`src/rtl/freq_meter_pkg.sv`:
```
// Shared constants for the BCD frequency meter.
//   DEFAULT_GATE_CYCLES : clock cycles per measurement window (1 s at 50 MHz)
//   DEFAULT_NUM_DIGITS  : number of BCD digits in the result
//   BCD_DIGIT_W         : bits per BCD digit
//   BCD_MAX             : largest legal digit value
package freq_meter_pkg;

    localparam int unsigned DEFAULT_GATE_CYCLES = 50_000_000;
    localparam int unsigned DEFAULT_NUM_DIGITS  = 6;
    localparam int unsigned BCD_DIGIT_W         = 4;
    localparam logic [BCD_DIGIT_W-1:0] BCD_MAX  = 4'd9;

endpackage

```
`src/rtl/bcd_digit_ctr.sv`:
```
// One decade cell of the BCD edge counter.
//   clk_50MHz : system clock
//   reset_n   : synchronous active-low reset
//   inc       : advance this digit by one (9 wraps to 0)
//   clr       : force the digit to 0
//   load1     : force the digit to 1 (wins over clr)
//   digit     : current digit value, always 0-9
//   carry_out : inc while the digit is 9; drives the next cell's inc
module bcd_digit_ctr
    import freq_meter_pkg::*;
(
    input  logic                   clk_50MHz,
    input  logic                   reset_n,
    input  logic                   inc,
    input  logic                   clr,
    input  logic                   load1,
    output logic [BCD_DIGIT_W-1:0] digit,
    output logic                   carry_out
);

    logic [BCD_DIGIT_W-1:0] digit_q;
    logic [BCD_DIGIT_W-1:0] digit_d;

    always_comb begin
        digit_d = digit_q;
        if (load1) begin
            digit_d = BCD_DIGIT_W'(1);
        end else if (clr) begin
            digit_d = '0;
        end else if (inc) begin
            digit_d = (digit_q == BCD_MAX) ? '0 : digit_q + BCD_DIGIT_W'(1);
        end
    end

    always_ff @(posedge clk_50MHz) begin
        if (!reset_n) begin
            digit_q <= '0;
        end else begin
            digit_q <= digit_d;
        end
    end

    assign digit     = digit_q;
    assign carry_out = inc & (digit_q == BCD_MAX);

endmodule

```
`src/rtl/freq_meter_bcd.sv`:
```
// Gated frequency meter: counts rising edges of an asynchronous input over a
// window of GATE_CYCLES clocks directly in BCD and publishes the result.
//   clk_50MHz  : system clock, all logic on its rising edge
//   reset_n    : synchronous active-low reset
//   sig_in     : measured signal, asynchronous to clk_50MHz
//   run        : enables measurement; low holds timer and counter at 0
//   freq_bcd   : last completed window's edge count, digit 0 in [3:0]
//   meas_valid : one-cycle pulse when freq_bcd/overflow update
//   overflow   : last completed window exceeded the BCD range
module freq_meter_bcd
    import freq_meter_pkg::*;
#(
    parameter int unsigned GATE_CYCLES = DEFAULT_GATE_CYCLES,
    parameter int unsigned NUM_DIGITS  = DEFAULT_NUM_DIGITS
) (
    input  logic                              clk_50MHz,
    input  logic                              reset_n,
    input  logic                              sig_in,
    input  logic                              run,
    output logic [NUM_DIGITS*BCD_DIGIT_W-1:0] freq_bcd,
    output logic                              meas_valid,
    output logic                              overflow
);

    localparam int unsigned TIMER_W = (GATE_CYCLES > 1) ? $clog2(GATE_CYCLES) : 1;
    localparam logic [TIMER_W-1:0] TIMER_LAST = TIMER_W'(GATE_CYCLES - 1);

    // Two-flop synchronizer followed by an edge-detect delay flop.
    logic sync_meta_q;
    logic sync_q1;
    logic sync_q2;
    logic edge_tick;

    logic [TIMER_W-1:0] timer_q;
    logic               terminal;

    logic [NUM_DIGITS-1:0][BCD_DIGIT_W-1:0] cnt_digits;
    logic [NUM_DIGITS-1:0]                  inc;
    logic [NUM_DIGITS-1:0]                  carry;
    logic                                   all_nines;
    logic                                   count_en;
    logic                                   clr_all;
    logic                                   ovf_acc_q;
    logic                                   unused_top_carry;

    logic [NUM_DIGITS*BCD_DIGIT_W-1:0] freq_bcd_q;
    logic                              meas_valid_q;
    logic                              overflow_q;

    assign edge_tick = sync_q1 & ~sync_q2;
    assign terminal  = run & (timer_q == TIMER_LAST);

    always_comb begin
        all_nines = 1'b1;
        for (int i = 0; i < int'(NUM_DIGITS); i++) begin
            if (cnt_digits[i] != BCD_MAX) begin
                all_nines = 1'b0;
            end
        end
    end

    // The terminal-cycle edge belongs to the next window, and a full counter
    // saturates instead of wrapping.
    assign count_en = run & ~terminal & edge_tick & ~all_nines;
    assign clr_all  = ~run | terminal;

    for (genvar i = 0; i < int'(NUM_DIGITS); i++) begin : g_digit
        if (i == 0) begin : g_first
            assign inc[i] = count_en;
        end else begin : g_rest
            assign inc[i] = carry[i-1];
        end

        bcd_digit_ctr u_digit (
            .clk_50MHz (clk_50MHz),
            .reset_n   (reset_n),
            .inc       (inc[i]),
            .clr       (clr_all),
            .load1     ((i == 0) ? (terminal & edge_tick) : 1'b0),
            .digit     (cnt_digits[i]),
            .carry_out (carry[i])
        );
    end

    // Saturation gating keeps the top carry at 0; it has no consumer.
    assign unused_top_carry = carry[NUM_DIGITS-1];

    always_ff @(posedge clk_50MHz) begin
        if (!reset_n) begin
            sync_meta_q  <= 1'b0;
            sync_q1      <= 1'b0;
            sync_q2      <= 1'b0;
            timer_q      <= '0;
            ovf_acc_q    <= 1'b0;
            freq_bcd_q   <= '0;
            meas_valid_q <= 1'b0;
            overflow_q   <= 1'b0;
        end else begin
            sync_meta_q  <= sig_in;
            sync_q1      <= sync_meta_q;
            sync_q2      <= sync_q1;
            meas_valid_q <= terminal;

            if (clr_all) begin
                timer_q <= '0;
            end else begin
                timer_q <= timer_q + TIMER_W'(1);
            end

            if (clr_all) begin
                ovf_acc_q <= 1'b0;
            end else if (edge_tick && all_nines) begin
                ovf_acc_q <= 1'b1;
            end

            if (terminal) begin
                freq_bcd_q <= cnt_digits;
                overflow_q <= ovf_acc_q;
            end
        end
    end

    assign freq_bcd   = freq_bcd_q;
    assign meas_valid = meas_valid_q;
    assign overflow   = overflow_q;

endmodule

```
`config.mk`:
```
export PLATFORM = sky130hd
export DESIGN_NAME = freq_meter_bcd
export DESIGN_NICKNAME = d
export VERILOG_FILES = /design/src/rtl/freq_meter_pkg.sv /design/src/rtl/bcd_digit_ctr.sv /design/src/rtl/freq_meter_bcd.sv
export SDC_FILE = /design/constraint.sdc
export NUM_CORES = 1
export LEC_CHECK = 0
export ABC_AREA = 1
export BUFFER_PORTS_ARGS = -buffer_cell sky130_fd_sc_hd__buf_4
export CAP_MARGIN = 20
export CORE_UTILIZATION = 50
export DETAILED_ROUTE_END_ITERATION = 8
export GPL_ROUTABILITY_DRIVEN = 0
export PLACE_DENSITY = 0.66
export SYNTH_ARGS = -nofsm -noshare
export SYNTH_HDL_FRONTEND = slang
export SYNTH_SLANG_ARGS = --single-unit
```
`constraint.sdc`:
```
create_clock -name clk_50MHz -period 5.3 [get_ports clk_50MHz]
set_input_delay 0.53 -clock clk_50MHz [delete_from_list [all_inputs] [get_ports clk_50MHz]]
set_output_delay 0.53 -clock clk_50MHz [all_outputs]
set_load 0.01 [all_outputs]
```
Word level (Yosys, flattened, before mapping). Cells that the tools add are included.

Logic and storage cells: 71. Flip-flop bits (word level): 80.

Bitwise gates (word level): 17. $add $sub $neg: 7. Reduce and logical (&&, ||, !) cells: 4. Mux-type cells: 15. Eq/ne operators: 13.

Operators by type and width (count): $add A26 B1 Y26 const B (1); $eq A26 B26 Y1 const B (1); $add A4 B1 Y4 const B (6); $eq A4 B4 Y1 const B (6); $mux W4 (6); $ne A4 B4 Y1 const B (6); $and A1 B1 Y1 (11); $mux W1 (9); $not A1 Y1 (5); $reduce_bool A3 Y1 (1); $reduce_or A3 Y1 (1); $reduce_or A2 Y1 (1); $logic_and A1 B1 Y1 (1); $or A1 B1 Y1 (1).

Depth between registers and ports, before layout. Gate-level depths: netlist of run 1.

Depth in word-level cells: 14. Mapped depth: 14. Depth with buffers taken out: 14.

Modules after synthesis. A second synthesis of run 1 with hierarchy kept.

Cells, all modules: 673. Area, all modules: 4276.6 µm².

Modules (own cells, without submodules): freq_meter_bcd (instances 1, cells an instance 469, area an instance 2977.9 µm², seq. area each 1121.1 µm²); bcd_digit_ctr (instances 6, cells an instance 34, area an instance 216.5 µm², seq. area each 80.1 µm²).

Least setup slack after synthesis of run 1. No wires, ideal clock.

Path type: reg-to-reg. Start: register timer_q[0]. End: register g_digit[3].u_digit.digit_q[1]. Data required time: 5.183 ns. Path slack: 3.622 ns. Path buffers: 0. Cell stages (with the launch flop): 14. Data arrival time: 1.561 ns. Library setup time: 0.117 ns. Clock period less this slack: 1.678 ns. Path through: dfxtp_1 > ha_1 > nand2_1 > inv_1 > nand2_1 > nor2_1 > nand2_1 > nor2_4 > nor2_4 > nand3_4 > nor2_2 > nand2_1 > o21ai_0 > nor2_1.

Longest elaborated chain between the ends: 9. Elaborated cells between the ends (all ways): 11. Classes of those cells: eq/ne (1); bitwise (9); reduce/logical (1).

RTL lines: start: declaration (RTL line freq_meter_bcd.sv:34) `logic [TIMER_W-1:0] timer_q;`; start signal: assignment (RTL line freq_meter_bcd.sv:107) `timer_q <= timer_q + TIMER_W'(1);`; $eq A26 B26 Y1 (*) (RTL line freq_meter_bcd.sv:51) `assign terminal = run & (timer_q == TIMER_LAST);`; $and A1 B1 Y1 (*) (RTL line freq_meter_bcd.sv:51); $not A1 Y1 (RTL line freq_meter_bcd.sv:64) `assign count_en = run & ~terminal & edge_tick & ~all_nines;`; $and A1 B1 Y1 (3 in series) (RTL line freq_meter_bcd.sv:64); $and A1 B1 Y1 (3 in series) (RTL line bcd_digit_ctr.sv:44) `assign carry_out = inc & (digit_q == BCD_MAX);`; end signal: assignment (RTL line bcd_digit_ctr.sv:39) `digit_q <= digit_d;`; end: declaration (RTL line bcd_digit_ctr.sv:21) `logic [BCD_DIGIT_W-1:0] digit_q;`.

Every way passes the cells marked *; elsewhere a longest branch is shown, timed or not. A chain may end at the register's enable or synchronous reset.

Worst setup path in the final report of run 1.
Start: register timer_q[0]. End: register timer_q[24].

Longest elaborated chain between the ends: 4. Elaborated cells between the ends (all ways): 5. Classes of those cells: add/sub (1); eq/ne (1); bitwise (2); reduce/logical (1).

RTL lines: parallel branches: the longest is 4 deep, another holds $add A26 B1 Y26.

Several ways; the timed one is not identified.

==> results of run 1 <==
## synthesized netlist by cell type (2+ instances only)
cell type	count	share of area, %
nand3_1	10	1.4
dfxtp_1	80	45
nor3_1	9	1.3
nand3_2	2	0.56
nor2_2	7	1.2
buf_2	4	0.56
o21a_1	5	1.1
nor3b_1	3	0.63
xor2_1	3	0.74
xnor2_1	3	0.74
nor2_4	9	2.8
nor2_1	61	6.4
inv_1	78	8.2
nand4_1	8	1.4
o21ai_1	5	0.70
clkbuf_1	8	0.84
nand2_1	75	7.9
o21ai_0	38	5.3
inv_2	13	1.4
nand2_2	7	1.2
a21oi_1	56	7.8
## worst min-delay path: cells and delay by family
family	cells	cell delay, ns
buffers and inverters	2	0.12
AND/OR/NAND/NOR	1	0.04
## metrics by stage
step	setup WS (ns)	hold slack (ns)	total power [mW]	area, um^2	util [%]
after floorplan	3.62	0.390	0.638	3570	-
after global placement	2.82	0.415	0.644	3870	56.6
after CTS	2.65	0.361	1.09	4070	59.5
final	2.69	0.368	1.08	4070	59.5
after detailed placement	2.71	0.425	0.645	3870	56.6
after global routing	2.41	0.391	1.12	4070	59.5
## logic make-up after synthesis
| kind of cell | Yosys count |
|---|---|
| buffers and inverters | 103 |
| AO/OA/AOI/OAI | 108 |
| AND/OR/NAND/NOR | 196 |
| flip-flops | 80 |
| XOR/XNOR | 6 |
| adder cells (fa/ha/maj) | 1 |
## where the power goes
group | switching, mW | internal, mW | total, mW
registers | 0.00129 | 0.603 | 0.604
clock network | 0.220 | 0.228 | 0.448
logic | 0.0189 | 0.00781 | 0.0267
total | 0.240 | 0.838 | 1.08
## cells in the final DEF (no fill, tap or decap), drive strengths merged
| master | Yosys | layout |
|---|---|---|
| o221a | 1 | 1 |
| xor2 | 3 | 3 |
| clkbuf | 8 | 10 |
| buf | 4 | 30 |
| nor3 | 10 | 10 |
| nor2 | 77 | 77 |
| nand2 | 82 | 82 |
| o211a | 1 | 1 |
| clkinv | 0 | 5 |
| o21a | 5 | 5 |
| xnor2 | 3 | 3 |
| bufinv | 0 | 1 |
| nand4 | 9 | 9 |
| a31oi | 1 | 1 |
| nor4 | 2 | 2 |
| nor3b | 3 | 3 |
| ha | 1 | 1 |
| inv | 91 | 91 |
| o21ai | 44 | 44 |
| a21oi | 56 | 56 |
| nand3 | 13 | 13 |
| dfxtp | 80 | 80 |
## path summary, 6_finish.rpt
| path | start | to | slack, ns |
|---|---|---|---|
| worst max-delay path | timer_q[0] | timer_q[24] | 2.69 |
| worst min-delay path | sig_in | sync_meta_q | 0.37 |
| worst max register to register | timer_q[0] | timer_q[24] | 2.69 |
| worst min register to register | sync_meta_q | sync_q1 | 0.44 |
## state kept, by name (all words and copies together), names as in the netlist
signal                 flops
g_digit.u_digit.digit     24
ovf_acc_q                  1
sync_q2                    1
freq_bcd                  24
sync_meta_q                1
overflow                   1
timer_q                   26
meas_valid                 1
sync_q1                    1
## layout make-up
| cell class | count | share of cell area (%) |
|---|---|---|
| timing repair buffer | 30 | 5.54 |
| clock inverter | 6 | 1.45 |
| multi-input combinational | 311 | 38.9 |
| tap | 96 | 2.95 |
| inverter | 91 | 8.40 |
| sequential | 80 | 39.4 |
| clock buffer | 10 | 3.39 |
## routing by layer
metal / track usage (%) / up-vias / share of wire, %
li1: - / 1623 / -
met1: 24.3 / 1320 / 48
met2: 34.7 / 50 / 47
met3: 3.71 / 10 / 3.0
met4: 10.0 / 0 / 1.7
met5: 0 / - / 0
==> results by group, run 1 <==
Die
  – Chip Width: around 87 um
  – Top-Level Pins: 30
  – Row count: 30
  – Die Span Y: 86.5 um
  – Initial Util: between 50% and 60%
  – Die Area: between 7000 and 8000 um^2
  – Core Area: around 7000 um^2

Power
  – Maximum vdd drop: around 150 uV
  – PD cells: roughly 270 nW/um^2
  – Leak: 1.54 nW

Yosys
  – Mapped Avg Cell Area: between 7 and 8 um^2
  – Post-synth top flop: dfxtp_1
  – Number of synthesized flops with an enable pin: 0
  – Mux cell area share after synthesis: 0%
  – Synth Area in Adders: less than 1%
  – Synth Instances: just under 500
  – Asr flop ratio synth: 0%
  – Ys Warns: 0
  – Unique masters post-synth: 31
  – Area fraction in compound gates after synthesis: around 16%
  – Sequential area share after synthesis: between 40% and 50%
  – Syn_nets: 499
  – Synth Area in Simple Gates: between 20% and 30%
  – Synth Cell Area: between 3000 and 4000 um^2
  – Yosys reg bits: 80
  – XOR/XNOR Fraction of Synth Area: under 10%
  – Largest family of logic cells by synthesized area: simple AND/OR/NAND/NOR gates

Final layout
  – Area taken by multi-input logic gates: 1580 um^2
  – Layout cells sized above 1: 17.0%
  – Reg area: around 1600 um^2
  – Final std cells w/o fill: 624
  – Area growth, synth to finish: 13.8%
  – Diodes inserted: 0
  – Fillers: between 600 and 700
  – Final net count: 528

Timing
  – Setup tns final: 0 ns
  – Hold Vio Cnt, Final: 0
  – Worst Tran Pin Value: 0.897 ns
  – RSZ-0062 raised after global routing: no
  – Final worst path period need: 2.61 ns
  – Fin crit share: 49.2%
  – Setup violators final: 0
  – Slew HR: 40.1%
  – F_max: roughly 380 MHz
  – Clock Skews: 0.0125 ns
  – Max Slew Vio Count: 0

Worst setup path
  – WP buf/inv: 2
  – Critical path class: flop to flop
  – Crit. path cell count: 11
  – Worst setup SP type: flop
  – Crit-path most repeated cell: nand2_1
  – Top delay family on crit path: simple AND/OR/NAND/NOR gates
  – CP max stage delay: 0.69 ns
  – Worst-path fanout max: 28
  – Critical Path AT: ~2.9 ns
  – Critical Path RT: ~5.6 ns
  – Reg2reg path depth: 11
  – CP max-delay cell: nor2_2
  – CP Cell Sequence: ha_1 > nand2_1 > inv_1 > nand2_1 > nor2_1 > nand2_1 > o21ai_2 > nor2_2 > inv_2 > a21oi_1 > o21a_1
  – Crit. End Element: flop

Worst hold path
  – Worst hold stages: 3
  – Worst hold path class: primary input to flop

Route
  – Vias: 3003
  – DRC Markers: 0
  – Drt total wl: between 6000 and 7000 um
  – WL per Instance: 11.2 um
  – Starting DRC count in detailed routing: 144
  – Drt first pass iters: 4
  – Post-route ant nets: 0
  – Vias per cell: roughly 4.8

Clock tree
  – CTS tree: yes
  – Post-CTS setup repair buffer count: 0
  – TritonCTS Buffers: 9
  – Post-CTS sizing: 0
  – Worst-path clk slew: roughly 0.080 ns
  – Root Buffer: clkbuf_8
  – Latest clock arrival within the worst-skew pair: approximately 0.35 ns
  – Clk sinks: 80
  – Max clock buf depth: 2
  – CTS Hold Bufs: 0
  – H-Tree Depth: 3

Global routing
  – Global-route wire length before repair: ~12000 um
  – Vias in the first global route: around 2800
  – Initial antenna violation count: 0
  – GRT Total Usage: around a fifth
  – Pin count of the biggest net entering global routing: 52
  – Gr ovfl total: 0

Run status
  – Outcome: completed

Placed design
  – Placed cells: 608
  – Post-DP HPWL: a little under 5000 um
  – Port Buffers: 29

Job
  – Max_cap viols: 0
(Power assumes the default switching activity.)
==> run 2: changes to the inputs <==
- clock period: 5.3 -> 2.5 ns (I/O delays scaled with it)
==> results by group, run 2 (synthesis gave the netlist of run 1 again) <==
Run status
  – Outcome: completed

Clock tree
  – Post-CTS setup repair buffer count: 0
  – Max clock buf depth: 2
  – Latest clock arrival within the worst-skew pair: 0.35 ns
  – Post-CTS sizing: 0
  – Root Buffer: clkbuf_8
  – H-Tree Depth: 3
  – Worst-path clk slew: approximately 0.080 ns
  – CTS Hold Bufs: 0
  – CTS tree: yes
  – TritonCTS Buffers: 9
  – Clk sinks: 80

Final layout
  – Reg with most FFs: timer_q
  – Post-route cell area: around 4100 um^2
  – Commonest non-fill, non-tap cell in the layout: dfxtp_1
  – Final net count: about 530
  – Fillers: 677
  – Commonest non-fill, non-tap cells in the layout: 80 x dfxtp_1, 78 x inv_1, 75 x nand2_1
  – Diodes inserted: 0
  – Max reg flops: 26
  – Layout cells sized above 1: 16.4%
  – Area growth, synth to finish: 14.9%
  – Final std cells w/o fill: roughly 630

Timing
  – Setup tns final: 0 ns
  – Setup violators final: 0
  – Clock Skews: between 0.007 and 0.008 ns
  – F_max: 503 MHz
  – Slew HR: 63.6%
  – Worst Tran Pin Value: between 0.5 and 0.6 ns
  – Max Slew Vio Count: 0
  – Hold Vio Cnt, Final: 0
  – RSZ-0062 raised after global routing: no
  – Final worst path period need: roughly 2 ns
  – Fin crit share: 79.5%

Placed design
  – Port Buffers: 29
  – Post-DP HPWL: roughly 4900 um
  – Placed cells: roughly 610
  – DP Area: ~3900 um^2

Power
  – Leak: between 1.5 and 2 nW
  – Maximum vdd drop: ~340 uV
  – PD cells: around 600 nW/um^2

Worst setup path
  – Worst-path fanout max: 28
  – Critical Path AT: roughly 2.2 ns
  – Crit. End Element: flop
  – Worst setup SP type: flop
  – Critical path class: flop to flop
  – Critical Path RT: roughly 2.7 ns

Route
  – Vias: a little over 3000
  – DRC Markers: 0
  – Drt total wl: 6990 um
  – Post-route ant nets: 0
  – Starting DRC count in detailed routing: 120
  – WL per Instance: 11.2 um
  – Drt first pass iters: 4
  – Vias per cell: 4.87

Global routing
  – GRT Total Usage: between 20% and 30%
  – Vias in the first global route: around 2700
  – Initial antenna violation count: 0
  – Global-route wire length before repair: approximately 12000 um
  – Pin count of the biggest net entering global routing: 52
  – Gr ovfl total: 0

Die
  – Die Span Y: 86.5 um
  – Die Area: 7490 um^2
  – Initial Util: between 50 and 60%
  – Top-Level Pins: 30
  – Core Area: approximately 6800 um^2
  – Row count: 30
  – Chip Width: approximately 87 um

Job
  – Max_cap viols: 0

Worst hold path
  – Worst hold path class: primary input to flop
==> run 2: per-stage QoR <==
step / utilization, % / worst slack [ns] / hold slack, ns / total power, mW
after global routing: 60.1 / 0.337 / 0.0980 / 2.54
after CTS: 60.1 / 0.488 / 0.0652 / 2.48
after detailed placement: 56.7 / 0.500 / 0.420 / 1.37
after floorplan: - / 0.822 / 0.348 / 1.35
after global placement: 56.7 / 0.590 / 0.406 / 1.37
final: 60.1 / 0.511 / 0.0811 / 2.45
==> run 2: final timing paths <==
check | slack, ns | cells after the start | end | start
worst max-delay path | 0.51 | 11 | timer_q[24] | timer_q[0]
worst min-delay path | 0.08 | 3 | sync_meta_q | sig_in
worst max register to register | 0.51 | 11 | timer_q[24] | timer_q[0]
worst min register to register | 0.43 | 2 | sync_q1 | sync_meta_q
==> run 2: critical path, stage by stage, from the launching register on <==
cell and delay [ns]:
dfxtp_1 0.36, ha_1 0.18, nand2_1 0.09, inv_1 0.08, nand2_1 0.05, nor2_1 0.12
nand2_1 0.12, o21ai_2 0.19, nor2_2 0.06, inv_2 0.41, a21oi_1 0.09, o21a_1 0.13
==> run 2: report_power, final <==
group	switching, mW	total, mW	internal (mW)
registers	0.00260	1.28	1.28
logic	0.0410	0.0583	0.0173
clock network	0.443	1.11	0.666
==> run 2: cell type report <==
cell class	count	area, um^2	area share [%]
Inverter	91	342	8.32
Timing Repair Buffer	31	233	5.67
Multi-Input combinational cell	311	1580	38.5
Clock inverter	3	90.1	2.19
Clock buffer	13	139	3.38
Tap cell	96	120	2.93
Sequential cell	80	1600	39.0
==> run 2: metal layers <==
metal | vias to the layer above | GRT usage [%] | wire length [um]
met5 | - | 0 | 0
met4 | 0 | 8.79 | 109
met3 | 9 | 4.57 | 274
met2 | 62 | 34.7 | 3290
met1 | 1356 | 23.9 | 3310
li1 | 1614 | - | -
